**src/rtl/wave_capture.sv**
```systemverilog
// Zero-crossing triggered capture of 256 offset-binary samples into the idle half of a double-buffered sample RAM.
// Optional auto-trigger after TIMEOUT_SAMPLES armed strobes: define TRIGGER_TIMEOUT_EN.
module wave_capture #(
  parameter int SAMPLE_W        = 16,
  parameter int DEPTH_LOG2      = 8,
  parameter int TIMEOUT_SAMPLES = 1024
) (
  input  logic                  clk,
  input  logic                  reset_n,
  input  logic                  new_sample_ready,
  input  logic [SAMPLE_W-1:0]   new_sample_in,
  input  logic                  wave_display_idle,
  output logic [DEPTH_LOG2:0]   write_address,
  output logic                  write_enable,
  output logic [7:0]            write_sample,
  output logic                  read_index
);

  // state  | meaning
  // ARMED  | watching for a negative -> non-negative crossing
  // ACTIVE | writing one converted sample per strobe into half ~read_index
  // WAIT   | capture complete, waiting for display idle to swap halves
  typedef enum logic [1:0] {ARMED, ACTIVE, WAIT} state_t;

  state_t                state;
  logic [DEPTH_LOG2-1:0] count;
  logic                  prev_neg;

  logic       sample_msb;
  logic [7:0] sample_conv;
  logic       crossing;
  logic       timeout_hit;
  logic       unused_low_bits;

  assign sample_msb      = new_sample_in[SAMPLE_W-1];
  assign sample_conv     = {~new_sample_in[SAMPLE_W-1], new_sample_in[SAMPLE_W-2:SAMPLE_W-8]};
  assign crossing        = prev_neg & ~sample_msb;
  assign unused_low_bits = ^new_sample_in[SAMPLE_W-9:0];

`ifdef TRIGGER_TIMEOUT_EN
  localparam int TO_W = (TIMEOUT_SAMPLES > 1) ? $clog2(TIMEOUT_SAMPLES) : 1;
  localparam logic [TO_W-1:0] TO_LOAD = TO_W'(TIMEOUT_SAMPLES - 1);

  // Down-counter of remaining armed strobes; terminal count forces a trigger.
  logic [TO_W-1:0] to_cnt;
  assign timeout_hit = (to_cnt == '0);
`else
  assign timeout_hit = 1'b0;
`endif

  always_ff @(posedge clk or negedge reset_n) begin
    if (!reset_n) begin
      state         <= ARMED;
      count         <= '0;
      prev_neg      <= 1'b0;
      read_index    <= 1'b0;
      write_enable  <= 1'b0;
      write_address <= '0;
      write_sample  <= '0;
`ifdef TRIGGER_TIMEOUT_EN
      to_cnt        <= TO_LOAD;
`endif
    end else begin
      write_enable <= 1'b0;
      case (state)
        ARMED: begin
          if (new_sample_ready) begin
            prev_neg <= sample_msb;
            if (crossing || timeout_hit) begin
              state <= ACTIVE;
              count <= '0;
            end
`ifdef TRIGGER_TIMEOUT_EN
            else begin
              to_cnt <= to_cnt - TO_W'(1);
            end
`endif
          end
        end
        ACTIVE: begin
          if (new_sample_ready) begin
            write_enable  <= 1'b1;
            write_address <= {~read_index, count};
            write_sample  <= sample_conv;
            count         <= count + DEPTH_LOG2'(1);
            if (count == '1) begin
              state <= WAIT;
            end
          end
        end
        WAIT: begin
          if (wave_display_idle) begin
            read_index <= ~read_index;
            prev_neg   <= 1'b0;
            state      <= ARMED;
`ifdef TRIGGER_TIMEOUT_EN
            to_cnt     <= TO_LOAD;
`endif
          end
        end
        default: begin
          state <= ARMED;
        end
      endcase
    end
  end

endmodule

```
**config.mk**
```make
export PLATFORM = sky130hd
export DESIGN_NAME = wave_capture
export DESIGN_NICKNAME = d
export VERILOG_FILES = /design/src/rtl/wave_capture.sv
export SDC_FILE = /design/constraint.sdc
export NUM_CORES = 1
export LEC_CHECK = 0
export CAP_MARGIN = 25
export CORE_UTILIZATION = 47
export DETAILED_ROUTE_END_ITERATION = 16
export PLACE_DENSITY = 0.91
export SYNTH_ARGS = -nofsm -noshare
export SYNTH_HDL_FRONTEND = slang
export SYNTH_SLANG_ARGS = --single-unit
```
**constraint.sdc**
```tcl
create_clock -name clk -period 1.8 [get_ports clk]
set_input_delay 0.27 -clock clk [delete_from_list [all_inputs] [get_ports clk]]
set_output_delay 0.27 -clock clk [all_outputs]
set_load 0.005 [all_outputs]
```
==> summary.txt, run 1 <==
Status
  • Status: complete, no violations

STA
  • Actual transition at the worst max-transition pin: 0.458 ns
  • Time the worst path needs with I/O delays and setup: 1.60 ns
  • Final cycle utilization of the critical path: 88.7%
  • Number of max-slew violations in the final report: 0
  • Clock Skews: 0.0131 ns
  • Achievable Freq: 626 MHz
  • Setup Viol. Count Final: 0
  • Final Hold Viols: 0
  • TNS Setup: 0 ns
  • Worst max-slew margin expressed relative to the limit: 69.5%
  • Setup repair after global routing missed its margin: false

Power and ir drop
  • Post-route total power: 2120 uW
  • Maximum vdd ir drop: 1.05 mV
  • Total power per unit cell area: 1160 nW/um^2
  • Leakage component of the power: 0.000799 uW

Place
  • Number of buffers added on ports: 30
  • Placer Congestion: 0.833
  • Placed wire-length estimate: 2080 um
  • Total cell area at the placement stage: 1720 um^2

Critical path
  • Critical Path AT: 1.85 ns
  • Launch instance of the worst register-to-register path: state[0]$_DFFE_PN0P_
  • CP Launch Point: state[0]$_DFFE_PN0P_
  • Setup CP Type: reg -> reg
  • Data required time at the worst endpoint: 2.05 ns
  • Type of element capturing the critical path: flop
  • Worst Path Max Fanout: 16
  • Worst setup SP type: flop

CTS
  • Clock Sink Count: 30
  • Deepest clock path buffer count: 2
  • Post-cts hold buffer count: 0
  • Worst skew pair latency: 0.34 ns
  • Post-cts repair resize count: 0
  • Clock tree root buffer cell: sky130_fd_sc_hd__clkbuf_4
  • Number of setup buffers added after CTS: 0
  • Register clock-pin slew on the reported worst setup and hold paths: 0.10 ns
  • CTS tree: built
  • Clock H-tree levels: 2
  • Inserted Clock Buffers: 5

Routing
  • Post-route DRC: 0
  • Antenna violation net count after detailed routing: 0
  • Detailed-route vias per instance: 5.60
  • Drt initial violations: 45
  • First drt pass iteration count: 4
  • Total via count in the routed design: 1160
  • DRT Wirelength: 2990 um
  • Mean routed wirelength per cell: 14.4 um

Finish
  • Count of nets after finishing: 196
  • Layout overhead on the synthesized area: 33.3%
  • Non-Filler Cell Area, Final: 1830 um^2
  • Number of antenna diodes: 0
  • Layout cells sized above 1: 11.9%

Die
  • Die height: 56.1 um
  • I/O pin total: 39
  • Die area: 3150 um^2
  • Initial core utilization: 49.9%
  • Floorplan Core Area: 2760 um^2
  • Row cnt: 19
  • Die X-Extent: 56.1 um

Global routing
  • Number of global-route vias before repair: 1123
  • Maximum number of pins on one net before global-route repair: 31
  • Initial antenna violation count: 0
  • Global-route wire length before repair: 4910 um
  • Residual overflow from global routing: 0
  • All-Layer GR Usage: 20.8%

Synth
  • Sequential share of the synthesized area: 54.6%
  • Synthesized area per cell: 9.89 um^2
  • Cell count after synthesis: 139
  • Warnings from Yosys: 0
  • Number of distinct library cells after synthesis: 32
  • Post-Syn Nets: 160
  • Cell area after synthesis: 1380 um^2
  • Total of flip-flops plus latches after synthesis: 30

Flow run
  • Number of violations of the max-capacitance limit: 0

Worst hold path
  • Class of the tightest hold or removal check: in -> async
[worst max-delay path, cell delays in order, from the launching register on]
cell                       delay [ns]
sky130_fd_sc_hd__dfrtp_1         0.63
sky130_fd_sc_hd__nand3b_1        0.32
sky130_fd_sc_hd__inv_2           0.31
sky130_fd_sc_hd__nor2_1          0.09
sky130_fd_sc_hd__a21oi_1         0.16
[flip-flops by register name, indices dropped and copies added, names as in the netlist]
register and cells:
write_address 9, read_index 1, prev_neg 1, write_enable 1
state 2, write_sample 8, count 8
[metrics by stage]
stage | utilization (%) | worst slack (ns) | cells | hold WS (ns)
2_1_floorplan | - | 0.461 | 139 | -0.0256
3_3_place_gp | 62.4 | 0.0669 | 199 | 0.459
3_5_place_dp | 62.4 | -0.000698 | 199 | 0.460
4_1_cts | 66.5 | 0.237 | 207 | 0.304
5_1_grt | 66.5 | 0.120 | 207 | 0.327
6_report | 66.5 | 0.203 | 207 | 0.300
[placed cells by master (no fill, tap or decap), types with 3 or more instances in the layout]
master and instances:
sky130_fd_sc_hd__mux2i_1 4, sky130_fd_sc_hd__inv_1 3, sky130_fd_sc_hd__o21ai_0 12, sky130_fd_sc_hd__clkdlybuf4s50_1 30, sky130_fd_sc_hd__nand3_1 3, sky130_fd_sc_hd__dfrtp_1 30, sky130_fd_sc_hd__clkbuf_4 5, sky130_fd_sc_hd__buf_4 5
sky130_fd_sc_hd__o21bai_1 4, sky130_fd_sc_hd__nand2_1 46, sky130_fd_sc_hd__a211oi_1 4
[synthesized netlist by cell type]
cell type / number / area share, %
sky130_fd_sc_hd__a2111oi_4: 2 / 4.0
sky130_fd_sc_hd__a211oi_1: 4 / 2.2
sky130_fd_sc_hd__a21oi_1: 2 / 0.73
sky130_fd_sc_hd__a31oi_1: 1 / 0.46
sky130_fd_sc_hd__and2b_2: 1 / 0.64
sky130_fd_sc_hd__buf_2: 3 / 1.1
sky130_fd_sc_hd__buf_4: 1 / 0.55
sky130_fd_sc_hd__clkbuf_1: 2 / 0.55
sky130_fd_sc_hd__dfrtp_1: 30 / 55
sky130_fd_sc_hd__ha_1: 1 / 0.91
sky130_fd_sc_hd__inv_1: 3 / 0.82
sky130_fd_sc_hd__inv_2: 2 / 0.55
sky130_fd_sc_hd__mux2i_1: 4 / 2.9
sky130_fd_sc_hd__nand2_1: 46 / 13
sky130_fd_sc_hd__nand2b_1: 2 / 0.91
sky130_fd_sc_hd__nand2b_2: 2 / 1.3
sky130_fd_sc_hd__nand3_1: 3 / 1.1
sky130_fd_sc_hd__nand3b_1: 1 / 0.55
sky130_fd_sc_hd__nand4_1: 1 / 0.46
sky130_fd_sc_hd__nand4_2: 1 / 0.91
sky130_fd_sc_hd__nand4b_1: 1 / 0.64
sky130_fd_sc_hd__nand4bb_1: 1 / 0.82
sky130_fd_sc_hd__nor2_1: 2 / 0.55
sky130_fd_sc_hd__nor4_1: 1 / 0.46
sky130_fd_sc_hd__o21ai_0: 12 / 4.4
sky130_fd_sc_hd__o21ai_1: 1 / 0.36
sky130_fd_sc_hd__o21bai_1: 4 / 2.2
sky130_fd_sc_hd__o22ai_1: 1 / 0.46
sky130_fd_sc_hd__o2bb2ai_1: 1 / 0.64
sky130_fd_sc_hd__o32ai_1: 1 / 0.64
sky130_fd_sc_hd__or4_1: 1 / 0.55
sky130_fd_sc_hd__xnor2_1: 1 / 0.64
[final cells by class]
class | instances | area [um^2]
Fill cell | 202 | 925
Sequential cell | 30 | 751
Multi-Input combinational cell | 98 | 576
Timing Repair Buffer | 35 | 338
Clock inverter | 2 | 60.1
Clock buffer | 6 | 51.3
Tap cell | 31 | 38.8
Inverter | 5 | 18.8
[routing by layer]
layer / global-route usage [%] / routed length (um)
met1: 23.3 / 1190
met4: 10.5 / 89
met3: 6.28 / 134
met2: 35.7 / 1570
met5: 0 / 0
[worst paths after layout]
kind,cells past startpoint,slack (ns),endpoint
setup / recovery,4,0.20,count[0]$_DFFE_PN0P_
hold / removal,2,0.30,write_sample[6]$_DFFE_PN0P_
setup reg to reg,4,0.20,count[0]$_DFFE_PN0P_
hold reg to reg,2,0.49,write_address[3]$_DFFE_PN0P_
max in group asynchronous,2,1.22,read_index$_DFFE_PN0P_
min in group clk,3,0.45,write_sample[0]$_DFFE_PN0P_
[where the power goes]
group / internal [uW] / leakage [uW] / total (uW) / switching (uW)
Combinational: 249 / 0.000370 / 474 / 225
Sequential: 810 / 0.000370 / 936 / 127
Clock: 470 / 0.0000585 / 708 / 237
Total: 1530 / 0.000799 / 2120 / 589
[logic make-up after synthesis]
| group | after synthesis | synth area share (%) |
|---|---|---|
| compound gates | 29 | 16.0 |
| xor+xnor | 1 | 0.637 |
| fa+ha+maj | 1 | 0.910 |
| buf+inv | 11 | 3.55 |
| flops | 30 | 54.6 |
| mux | 4 | 2.91 |
| simple gates | 63 | 21.4 |
(Power assumes the default switching activity.)
==> run 2, diff against run 1 <==
--- a/config.mk
+++ b/config.mk
@@ -6,6 +6,7 @@
 export NUM_CORES = 1
 export LEC_CHECK = 0
 export CAP_MARGIN = 25
+export CORE_MARGIN = 2
 export CORE_UTILIZATION = 47
 export DETAILED_ROUTE_END_ITERATION = 16
 export PLACE_DENSITY = 0.91
==> summary.txt, run 2 (synthesized netlist as in run 1, its figures left out) <==
CTS
  • Clock tree root buffer cell: sky130_fd_sc_hd__clkbuf_4
  • Inserted Clock Buffers: 5 (unchanged)
  • CTS tree: built
  • Worst skew pair latency: 0.34 ns (about the same)
  • Deepest clock path buffer count: 2 (unchanged)
  • Number of setup buffers added after CTS: 0 (unchanged)
  • Register clock-pin slew on the reported worst setup and hold paths: 0.10 ns (about the same)
  • Post-cts repair resize count: 0 (unchanged)
  • Post-cts hold buffer count: 0 (unchanged)
  • Clock H-tree levels: 2 (unchanged)
  • Clock Sink Count: 30 (unchanged)

STA
  • Final Hold Viols: 0 (unchanged)
  • Worst max-slew margin expressed relative to the limit: 71.2% (+1.7 points)
  • Number of max-slew violations in the final report: 0 (unchanged)
  • Clock Skews: 0.0123 ns (-0.000874 ns)
  • Time the worst path needs with I/O delays and setup: 1.54 ns (-0.0558 ns)
  • Actual transition at the worst max-transition pin: 0.432 ns (-0.0262 ns)
  • Achievable Freq: 649 MHz (+3.6%)
  • Final worst hold slack: 0.303 ns (+0.00300 ns)
  • Final cycle utilization of the critical path: 85.6% (-3.1 points)
  • Setup repair after global routing missed its margin: false
  • Setup Viol. Count Final: 0 (unchanged)

Critical path
  • Top cell family by delay on the critical path: flip-flops
  • Critical path depth: 4 (unchanged)
  • CP Launch Point: count[0]$_DFFE_PN0P_
  • Max stage delay on crit path: 0.44 ns (-0.19 ns)
  • CP endpoint: count[6]$_DFFE_PN0P_
  • Setup CP Type: reg -> reg
  • Critical Path AT: 1.80 ns (-0.05 ns)
  • Worst Path Max Fanout: 6 (-10)
  • Data required time at the worst endpoint: 2.06 ns (about the same)
  • Type of element capturing the critical path: flop
  • Launch instance of the worst register-to-register path: count[0]$_DFFE_PN0P_
  • Ordered list of cells on the worst path: ha_1 -> nand4_2 -> a2111oi_4 -> mux2i_1
  • Buffer and inverter count on the worst path: 0 (-1)
  • FF-to-FF setup slack: 0.26 ns (+0.06 ns)
  • Worst setup SP type: flop
  • Number of cell instances on the worst register-to-register path: 4 (unchanged)
  • Capturing point of the worst reg2reg path: count[6]$_DFFE_PN0P_
  • Cell with the biggest individual delay on the critical path: sky130_fd_sc_hd__dfrtp_1

Finish
  • Most used cells in the layout excluding fill and tap cells: 46 x sky130_fd_sc_hd__nand2_1, 30 x sky130_fd_sc_hd__dfrtp_1, 30 x sky130_fd_sc_hd__clkdlybuf4s50_1, 12 x sky130_fd_sc_hd__o21ai_0, 5 x sky130_fd_sc_hd__clkbuf_4
  • Sequential cell area: 751 um^2 (unchanged)
  • Layout cells sized above 1: 11.4% (-0.50 points)
  • Count of nets after finishing: 195 (-0.51%)
  • Filler-free cell count of the finished design: 206 (-0.48%)
  • Largest register FFs: 9 (unchanged)
  • # fillers: 218 (+7.9%)
  • Layout overhead on the synthesized area: 32.8%
  • Registers with the most flip-flops: write_address x9, count x8, write_sample x8
  • Register with the most flip-flops: write_address
  • Number of antenna diodes: 0 (unchanged)
  • Commonest non-fill, non-tap cell in the layout: sky130_fd_sc_hd__nand2_1
  • Footprint of the multi-input gates: 576 um^2 (unchanged)

Die
  • Die area: 3370 um^2 (+7.3%)
  • Row cnt: 19 (unchanged)
  • Die height: 58.1 um (+3.6%)
  • Floorplan Core Area: 2760 um^2 (unchanged)
  • Initial core utilization: 49.9% (unchanged)
  • Die X-Extent: 58.1 um (+3.6%)
  • I/O pin total: 39 (unchanged)

Power and ir drop
  • Leakage component of the power: 0.000794 uW (-0.60%)
  • Psw: 579 uW (-1.7%)
  • Combinational cell fraction of total power: 21.9% (-0.5 points)
  • Maximum vdd ir drop: 1.27 mV (+21%)
  • Cell-internal power: 1530 uW (-0.18%)
  • Part of the total power dissipated in sequential elements: 44.5% (+0.3 points)
  • Post-route total power: 2110 uW (-0.60%)
  • Net Sw Frac: 27.5% (-0.30 points)
  • Power share of the clock group: 33.6% (+0.2 points)
  • Total power per unit cell area: 1150 nW/um^2 (-0.19%)

Global routing
  • Global-route wire length before repair: 4860 um (-1.1%)
  • Initial antenna violation count: 0 (unchanged)
  • Number of global-route vias before repair: 1125 (+0.18%)
  • Residual overflow from global routing: 0 (unchanged)
  • All-Layer GR Usage: 19.5% (-1.3 points)
  • Maximum number of pins on one net before global-route repair: 31 (unchanged)

Place
  • Placer Congestion: 0.852 (+2.3%)
  • Placed wire-length estimate: 2120 um (+1.9%)
  • Number of buffers added on ports: 30 (unchanged)
  • Count of placed standard cells including taps: 198 (-0.50%)

Routing
  • Mean routed wirelength per cell: 14.0 um (-2.8%)
  • Total via count in the routed design: 1144 (-1.4%)
  • Drt initial violations: 27 (-40%)
  • DRT Wirelength: 2890 um (-3.3%)
  • Antenna violation net count after detailed routing: 0 (unchanged)
  • Detailed-route vias per instance: 5.55 (-0.90%)
  • First drt pass iteration count: 4 (unchanged)
  • Post-route DRC: 0 (unchanged)

Flow run
  • Number of violations of the max-capacitance limit: 0 (unchanged)

Status
  • Status: complete, no violations

Worst hold path
  • Class of the tightest hold or removal check: in -> async
run 2: cell type report:
| class | count | share of cell area (%) |
|---|---|---|
| Tap cell | 31 | 2.12 |
| Multi-Input combinational cell | 98 | 31.5 |
| Clock inverter | 2 | 3.29 |
| Inverter | 5 | 1.03 |
| Sequential cell | 30 | 41.1 |
| Clock buffer | 6 | 2.81 |
| Timing Repair Buffer | 34 | 18.1 |
run 2: power by group through the flow:
stage | Clock (uW) | Combinational (uW) | Sequential, uW
floorplan | 0 | 224 | 928
global placement | 0 | 439 | 935
detailed placement | 0 | 462 | 949
CTS | 722 | 465 | 936
global route | 750 | 503 | 959
finish | 708 | 461 | 936
run 2: routing by layer:
metal,global-route usage (%),up-vias,wire length [um]
met2,30.5,37,1460
met4,15.6,0,116
met5,0,-,0
li1,-,549,-
met3,4.24,14,116
met1,23.1,544,1190
run 2: worst register-to-register path, delay by kind of cell, from the launching register on:
family / cells / cell delay [ns]
AND/OR/NAND/NOR: 1 / 0.18
adder cells (fa/ha/maj): 1 / 0.23
AO/OA/AOI/OAI: 1 / 0.38
flip-flops: 1 / 0.44
multiplexers: 1 / 0.23
run 2: worst min path at each step:
stage	end	slack, ns
6_report	write_address[3]$_DFFE_PN0P_	0.30
4_1_cts	count[7]$_DFFE_PN0P_	0.31
3_3_place_gp	write_address[3]$_DFFE_PN0P_	0.46
3_5_place_dp	write_address[3]$_DFFE_PN0P_	0.46
2_1_floorplan	count[0]$_DFFE_PN0P_	-0.03
5_1_grt	prev_neg$_DFFE_PN0P_	0.34
run 2: stage by stage:
| step | setup TNS (ns) | setup slack (ns) | util, % | area [um^2] |
|---|---|---|---|---|
| detailed placement | -0.0133 | -0.0133 | 62.2 | 1710 |
| CTS | 0 | 0.239 | 66.2 | 1830 |
| floorplan | 0 | 0.461 | - | 1380 |
| global placement | 0 | 0.0640 | 62.2 | 1710 |
| finish | 0 | 0.259 | 66.2 | 1830 |
| global route | 0 | 0.179 | 66.2 | 1830 |
==> run 3, diff against run 2 <==
--- a/config.mk
+++ b/config.mk
@@ -9,6 +9,7 @@
 export CORE_MARGIN = 2
 export CORE_UTILIZATION = 47
 export DETAILED_ROUTE_END_ITERATION = 16
+export GPL_ROUTABILITY_DRIVEN = 0
 export PLACE_DENSITY = 0.91
 export SYNTH_ARGS = -nofsm -noshare
 export SYNTH_HDL_FRONTEND = slang
==> results of run 3 <==
The final DEF is identical to that of run 2; final timing and power are the same.
